--- src/rtl/twos_com_arbiter.sv ---
// Two-requester round-robin arbiter in front of a registered two's-complement unit.
// Each accepted request passes through IDLE -> CALC -> DONE and is acknowledged in DONE.
module twos_com_arbiter (
  input  logic       CLK,
  input  logic       RESET,
  input  logic       REQ0,
  input  logic [7:0] IN0,
  input  logic       NEG0,
  input  logic       REQ1,
  input  logic [7:0] IN1,
  input  logic       NEG1,
  output logic       ACK0,
  output logic       ACK1,
  output logic [7:0] RESULT,
  output logic       OVF,
  output logic       BUSY
);

  localparam logic [1:0] IDLE = 2'd0;
  localparam logic [1:0] CALC = 2'd1;
  localparam logic [1:0] DONE = 2'd2;

  logic [1:0] state;
  logic       pri;
  logic       winner;
  logic       neg_q;
  logic [7:0] opnd_q;
  logic       grant1;

  // PRI only matters on a tie; a lone request always wins.
  always_comb begin
    grant1 = REQ1;
    if (REQ0 && REQ1) grant1 = pri;
  end

  always_ff @(posedge CLK or posedge RESET) begin
    if (RESET) begin
      state  <= IDLE;
      pri    <= 1'b0;
      winner <= 1'b0;
      neg_q  <= 1'b0;
      opnd_q <= '0;
      ACK0   <= 1'b0;
      ACK1   <= 1'b0;
      RESULT <= '0;
      OVF    <= 1'b0;
    end else begin
      case (state)
        IDLE: begin
          if (REQ0 || REQ1) begin
            winner <= grant1;
            opnd_q <= grant1 ? IN1 : IN0;
            neg_q  <= grant1 ? NEG1 : NEG0;
            state  <= CALC;
          end
        end
        CALC: begin
          RESULT <= neg_q ? (~opnd_q + 8'd1) : opnd_q;
          OVF    <= neg_q && (opnd_q == 8'h80);
          ACK0   <= ~winner;
          ACK1   <= winner;
          state  <= DONE;
        end
        DONE: begin
          ACK0  <= 1'b0;
          ACK1  <= 1'b0;
          pri   <= ~winner;
          state <= IDLE;
        end
        default: begin
          ACK0  <= 1'b0;
          ACK1  <= 1'b0;
          state <= IDLE;
        end
      endcase
    end
  end

  always_comb BUSY = (state != IDLE);

endmodule

--- config.mk ---
export PLATFORM = sky130hd
export DESIGN_NAME = twos_com_arbiter
export DESIGN_NICKNAME = d
export VERILOG_FILES = /design/src/rtl/twos_com_arbiter.sv
export SDC_FILE = /design/constraint.sdc
export NUM_CORES = 1
export LEC_CHECK = 0
export BUFFER_PORTS_ARGS = -buffer_cell sky130_fd_sc_hd__buf_4
export CAP_MARGIN = 20
export CORE_UTILIZATION = 45
export DETAILED_ROUTE_END_ITERATION = 6
export PLACE_DENSITY = 0.69
export SETUP_SLACK_MARGIN = 0.4
export SLEW_MARGIN = 20
export SYNTH_ARGS = -nofsm -noshare
export SYNTH_HDL_FRONTEND = slang
export SYNTH_SLANG_ARGS = --single-unit
--- constraint.sdc ---
create_clock -name CLK -period 3.9 [get_ports CLK]
set_input_delay 0 -clock CLK [delete_from_list [all_inputs] [get_ports CLK]]
set_output_delay 0 -clock CLK [all_outputs]
set_load 0.01 [all_outputs]
==> reports/qor.yml, run 1 <==
status:
  status: "complete, but fails checks"
  violations: "negative hold slack"
synthesis:
  yosysTopAreaCell: "dfrtp_1"
  ys_types: 25
  ys.flop_type: "dfrtp_1"
  synth_area_per_cell_sq_um: 10.0
  synth_common_cells: "24 x dfrtp_1, 13 x mux2i_1, 13 x nor2_1"
  synthesis.nets: 136
  synthArstFlopShare: 1.00
  synth_edf_count: 0
  synth_warnings: 0
  synth_cells: 113
  seq_area_frac_synth: 0.531
  synth_area_leaders: "dfrtp_1 53%, mux2i_1 12%, o21ai_0 4.9%"
  yosysTopAreaCellShare: 0.531
  ys_seq_elements: 24
  yosysMostFrequentCell: "dfrtp_1"
  mappedNetlistArea_sq_um: 1130
timing:
  hold_slack_ns: -0.00471
  rsz0062_at_grt: "no"
  layout_min_cycle_time_ns: 2.31
  finClkSkew_ns: 0.00725
  setup_viol_count_final: 0
  slew_headroom: 0.268
  finalMaxSlewViolations: 0
  tns_ns: 0
  worst_slew_pin_slew_ns: 1.09
  finalCritPeriodShare: 0.593
  hold_violations: 2
  clock.fmax_mhz: 433
clock_tree:
  numCtsBuffers: 3
  clkSinkCount: 24
  cts.htree.levels: 1
  clkTransAtPathRegs_ns: 0.14
  cts_tree: "built"
  cts-root-buf: "clkbuf_4"
  max-clock-path-buffers: 2
  worstSkewPairLatency_ns: 0.32
final_layout:
  drive_gt1_frac: 0.263
  antenna_cells: 0
  reg_top3: "RESULT x8, opnd_q x8, state x2"
  fin_area_sq_um: 1560
  area_growth_pct: 37.9
  layout.nets: 180
grt:
  grt_util_all_layers: 0.185
  grt_max_degree: 25
  overflow: 0
  grt_pass1_vias: 872
  grt_pass1_wl_um: 3620
  antenna_found_initial: 0
worst_setup_path:
  arrival_ns: 2.49
  criticalPathCategory: "flop to flop"
  cp-end-kind: "flop"
  start_kind: "flop"
  path_max_fanout: 10
  worstPathRequired_ns: 4.08
detailed_routing:
  wl_per_cell_um: 12.2
  drc: 0
  vias: 915
  drt_iter0_drc: 10
  routed_wl_um: 2240
  ant_nets: 0
  vias_per_cell: 4.97
  drtPass1Iterations: 4
power_and_ir_drop:
  powerDensity_nw_per_um2: 718
  peakVddDrop_mv: 0.491
  finalPower_w: 0.00112
  p_leak_nw: 0.778
die:
  coreArea_sq_um: 2300
  die_x_um: 52.1
  die_h_um: 52.1
  ios: 34
  row_count: 17
  start_util: 0.492
  dieArea_sq_um: 2720
placement:
  gp_congestion: 0.770
  portBuffers: 33
  dpl_cell_area_sq_um: 1390
  place_hpwl_um: 1620
hold_path:
  hold_class: "input port to flop"
job:
  cap_violations: 0
## repair_timing
item,4_1_cts,5_1_grt
gates resized for setup,0,0
hold buffers,11,1
buffers inserted,0,0
hold endpoints to repair,29,1
## worst max-delay path, cell delays in order (launching register included)
cell and delay (ns):
dfrtp_1 0.41, o21ai_1 0.85, mux2i_1 0.27, dlygate4sd3_1 0.57, a21oi_1 0.06
## kinds of logic (layout without fill, tap and decap cells)
kind of cell,Yosys count,in the layout,share of synthesized area
and+or+nand+nor,31,31,0.126
AOI/OAI and AO/OA,25,25,0.122
DFF,24,24,0.531
muxes,13,13,0.115
buffers and inverters,13,56,0.0487
xor gates and xnor gates,6,6,0.0465
adders and majority gates,1,1,0.0111
## metrics by stage
stage	worst slack, ns	hold WS (ns)	cells	util
after floorplan	2.49	0.0146	113	-
after global placement	2.00	0.231	168	0.603
after detailed placement	1.91	0.236	168	0.603
after CTS	1.56	0.000914	183	0.674
after global routing	1.48	0.00688	184	0.679
final	1.59	-0.00471	184	0.679
## cells in the final DEF, fill, tap and decap left out, drive strengths merged, types with 2 or more instances in the layout
master | Yosys | final
nor2 | 13 | 13
buf | 2 | 33
dlygate4sd3 | 0 | 12
xor2 | 5 | 5
mux2i | 13 | 13
clkbuf | 4 | 3
nand2 | 11 | 11
dfrtp | 24 | 24
a21oi | 9 | 9
o31ai | 2 | 2
inv | 7 | 7
o21ai | 13 | 13
## layout make-up
cell class	count	area (sq um)
flip-flops and latches	24	601
inverters	7	26.3
clock inverters	1	30.0
multi-input cells	76	478
well taps	28	35.0
repair buffers	45	368
clock buffers	3	22.5
fillers	195	737
## routing by layer
layer / share of wire / routed length (um) / global-route usage
met4: 0.018 / 41 / 0.105
met2: 0.51 / 1140 / 0.310
met3: 0.026 / 58 / 0.0263
met5: 0 / 0 / 0
met1: 0.45 / 1000 / 0.225
## path summary, 6_finish.rpt
check,from,endpoint,slack (ns),cells after the start
min in group asynchronous,RESET,pri,0.41,3
min reg2reg,RESULT[3],RESULT[3],0.50,2
min,IN0[4],opnd_q[4],-0.005,3
max,pri,opnd_q[2],1.59,4
max in group asynchronous,RESET,opnd_q[0],2.95,3
max reg2reg,pri,opnd_q[2],1.59,4
## power by group
group	switching (W)	total [W]	leakage [nW]	internal, W
Sequential	0.000113	0.000477	0.287	0.000365
Combinational	0.000230	0.000462	0.463	0.000232
Clock	0.0000768	0.000181	0.0279	0.000104
Total	0.000420	0.00112	0.778	0.000701
Power figures use the tool's default switching activity.
==> run 2: changes to the inputs <==
--- a/config.mk
+++ b/config.mk
@@ -5,11 +5,12 @@
 export SDC_FILE = /design/constraint.sdc
 export NUM_CORES = 1
 export LEC_CHECK = 0
+export ABC_AREA = 1
 export BUFFER_PORTS_ARGS = -buffer_cell sky130_fd_sc_hd__buf_4
 export CAP_MARGIN = 20
 export CORE_UTILIZATION = 45
 export DETAILED_ROUTE_END_ITERATION = 6
-export PLACE_DENSITY = 0.69
+export PLACE_DENSITY = 0.68
 export SETUP_SLACK_MARGIN = 0.4
 export SLEW_MARGIN = 20
 export SYNTH_ARGS = -nofsm -noshare
==> constraint.sdc (replaced) <==
create_clock -name CLK -period 2.4 [get_ports CLK]
set_input_delay 0 -clock CLK [delete_from_list [all_inputs] [get_ports CLK]]
set_output_delay 0 -clock CLK [all_outputs]
set_load 0.01 [all_outputs]
==> run 2 against run 1 <==
The flow now finishes without violations. Routed wire length increased by 16%. Via count increased by 21%. Synthesized cell count increased by 27%. Worst setup slack got worse by 1.1 ns. Sequential share of layout area decreased by 2.9 points. Fmax increased by 22%. Largest cell class unchanged. Highest routed layer unchanged.
==> reports/qor.yml, run 2 <==
worst_setup_path:
  crit_chain: "inv_2, nand2_4, nor2_4, inv_2, nand2_1, o21ai_2, dlygate4sd3_1"  # was o21ai_1, mux2i_1, dlygate4sd3_1, a21oi_1
  worstPathRequired_ns: 2.60  # was 4.08 ns
  start_kind: "flop"  # unchanged
  crit_path_frequent_cell: "inv_2"
  slowest_delay_ns: 0.56  # was 0.85 ns
  criticalPathCategory: "flop to flop"  # unchanged
  path_max_fanout: 13  # was 10
  critPathSlowestCell: "dlygate4sd3_1"  # was o21ai_1
  arrival_ns: 2.09  # was 2.49 ns
  cp-end-kind: "flop"  # unchanged
  reg2reg_depth: 7  # was 4
die:
  start_util: 0.484  # was 0.492
  ios: 34  # unchanged
  dieArea_sq_um: 2930  # was 2720 sq um
  coreArea_sq_um: 2520  # was 2300 sq um
  die_x_um: 54.1  # was 52.1 um
  row_count: 18  # was 17
  die_h_um: 54.1  # was 52.1 um
final_layout:
  area_growth_pct: 38.3  # was 37.9%
  mostFrequentLayoutCells: "37 x nand2_1, 33 x buf_4, 24 x dfrtp_1, 19 x dlygate4sd3_1, 16 x nor2_1"  # was 33 x buf_4, 24 x dfrtp_1, 13 x mux2i_1, 12 x nor2_1, 12 x dlygate4sd3_1
  mostFrequentLayoutCell: "nand2_1"  # was buf_4
  drive_gt1_frac: 0.296  # was 0.263
  reg_top3: "RESULT x8, opnd_q x8, state x2"  # unchanged
  antenna_cells: 0  # unchanged
  layout.nets: 221  # was 180
timing:
  setup_viol_count_final: 0  # unchanged
  setup_slack_ns: 0.505  # was 1.59 ns
  finalMaxSlewViolations: 0  # unchanged
  finalCritPeriodShare: 0.790  # was 0.593
  worst_slew_pin_slew_ns: 0.860  # was 1.09 ns
  slew_headroom: 0.426  # was 0.268
  hold_violations: 0  # was 2
  hold_slack_ns: 0.151  # was -0.00471 ns
  tns_ns: 0  # unchanged
  finClkSkew_ns: 0.00564  # was 0.00725 ns
  layout_min_cycle_time_ns: 1.90  # was 2.31 ns
  rsz0062_at_grt: "no"  # unchanged
  clock.fmax_mhz: 528  # was 433 MHz
clock_tree:
  postCtsHoldBufs: 19  # was 11
  clkTransAtPathRegs_ns: 0.13  # was 0.14 ns
  cts_resized: 0  # unchanged
  postCtsSetupRepairBufs: 0  # unchanged
  cts.htree.levels: 1  # unchanged
  worstSkewPairLatency_ns: 0.31  # was 0.32 ns
  cts_tree: "built"  # unchanged
  cts-root-buf: "clkbuf_4"  # unchanged
  max-clock-path-buffers: 2  # unchanged
  clkSinkCount: 24  # unchanged
  numCtsBuffers: 3  # unchanged
grt:
  grt_pass1_vias: 1047  # was 872
  grt_util_all_layers: 0.208  # was 0.185
  grt_pass1_wl_um: 4340  # was 3620 um
  top_usage_layer: "met2"  # unchanged
  overflow: 0  # unchanged
  antenna_found_initial: 0  # unchanged
  use_met3: 0.0311  # was 0.0263
  globalRouteMet1Util: 0.246  # was 0.225
  grt_max_degree: 25  # unchanged
  grtUsageMet2: 0.370  # was 0.310
synthesis:
  synth_area_per_cell_sq_um: 8.48  # was 10.0 sq um
  synthArstFlopShare: 1.00  # unchanged
  synth_edf_count: 0  # unchanged
  ys_seq_elements: 24  # unchanged
  yosysTopAreaCell: "dfrtp_1"  # unchanged
  synthesis.nets: 167  # was 136
  yosysTopAreaCellShare: 0.492  # was 0.531
  synth_warnings: 0  # unchanged
  mappedNetlistArea_sq_um: 1220  # was 1130 sq um
  synth_cells: 144  # was 113
  yosysMostFrequentCell: "nand2_1"  # was dfrtp_1
  seq_area_frac_synth: 0.492  # was 0.531
  synth_area_leaders: "dfrtp_1 49%, nand2_1 11%, o21ai_2 10%"  # was dfrtp_1 53%, mux2i_1 12%, o21ai_0 4.9%
  ys.flop_type: "dfrtp_1"  # unchanged
  ys_types: 21  # was 25
  synth_common_cells: "37 x nand2_1, 24 x dfrtp_1, 16 x nor2_1"  # was 24 x dfrtp_1, 13 x mux2i_1, 13 x nor2_1
detailed_routing:
  vias: 1108  # was 915
  drc: 0  # unchanged
  routed_wl_um: 2590  # was 2240 um
  vias_per_cell: 4.90  # was 4.97
  wl_per_cell_um: 11.4  # was 12.2 um
  drt_iter0_drc: 17  # was 10
  drtPass1Iterations: 4  # unchanged
  ant_nets: 0  # unchanged
power_and_ir_drop:
  p_leak_nw: 0.841  # was 0.778 nW
  p_comb_frac: 0.538  # was 0.413
  finalPower_w: 0.00204  # was 0.00112 W
  switchingPower_w: 0.000858  # was 0.000420 W
  sequentialPowerShare: 0.377  # was 0.426
  powerDensity_nw_per_um2: 1210  # was 718 nW/um^2
  p_int_w: 0.00118  # was 0.000701 W
  switching_share: 0.420  # was 0.375
  peakVddDrop_mv: 0.709  # was 0.491 mV
  clkPwrFrac: 0.085  # was 0.161
hold_path:
  whs_path_depth: 3  # unchanged
  hold_class: "input port to flop"  # unchanged
status:
  status: "completed"  # was complete, but fails checks
job:
  cap_violations: 0  # unchanged
placement:
  pre_cts_ws_ns: 1.04  # was 1.91 ns
  gp_congestion: 0.869  # was 0.770
  portBuffers: 33  # unchanged
  place_hpwl_um: 1850  # was 1620 um
run 2: cell count changes after synthesis, moves of 4 or more:
cell / before / now
nand2_1: 11 / 37
mux2i_1: 13 / 0
nand3_1: 0 / 13
o21ai_2: 1 / 14
a21oi_1: 9 / 3
inv_2: 0 / 4
xor2_1: 5 / 1
run 2: cell families (layout without fill, tap and decap cells):
family,Yosys count,count (layout),share of synthesized area
XOR/XNOR,1,1,0.00717
AO/OA/AOI/OAI,32,32,0.179
adder cells (fa/ha/maj),1,1,0.0102
AND/OR/NAND/NOR,69,69,0.240
buffers and inverters,17,69,0.0717
flip-flops,24,24,0.492
run 2: final timing paths:
check                               from   endpoint  slack [ns]
worst max register to register  state[1]  opnd_q[1]        0.50
worst min-delay path                REQ0   state[0]        0.15
min in group asynchronous          RESET  RESULT[2]        0.41
worst max-delay path            state[1]  opnd_q[1]        0.50
worst min register to register    winner        pri        0.50
max in group asynchronous          RESET  opnd_q[4]        1.45
run 2: routing by layer:
metal / share of wire / wire length, um
met1: 0.46 / 1180
met2: 0.49 / 1280
met3: 0.038 / 97
met4: 0.013 / 34
met5: 0 / 0
run 2: critical path: cells and delay by family (launching register included):
family	cells	cell delay [ns]
buffers and inverters	3	0.83
and+or+nand+nor	3	0.47
DFF	1	0.43
AOI/OAI and AO/OA	1	0.05
run 2: layout make-up:
type,instances,area [sq um]
Fill cell,207,833
Sequential cell,24,601
Multi-Input combinational cell,103,533
Timing Repair Buffer,52,438
Inverter,14,57.6
Tap cell,30,37.5
Clock buffer,3,22.5
run 2: stage by stage:
step | cells | util | area [sq um]
2_1_floorplan | 144 | - | 1220
3_3_place_gp | 204 | 0.585 | 1480
3_5_place_dp | 204 | 0.585 | 1480
4_1_cts | 226 | 0.670 | 1690
5_1_grt | 226 | 0.670 | 1690
6_report | 226 | 0.670 | 1690
run 2: power by group through the flow:
stage | sequential [W] | clock (W) | combinational, W
finish | 0.000771 | 0.000174 | 0.00110
global route | 0.000799 | 0.000194 | 0.00124
CTS | 0.000767 | 0.000174 | 0.00110
detailed placement | 0.000774 | 0 | 0.000943
global placement | 0.000770 | 0 | 0.000921
floorplan | 0.000763 | 0 | 0.000680
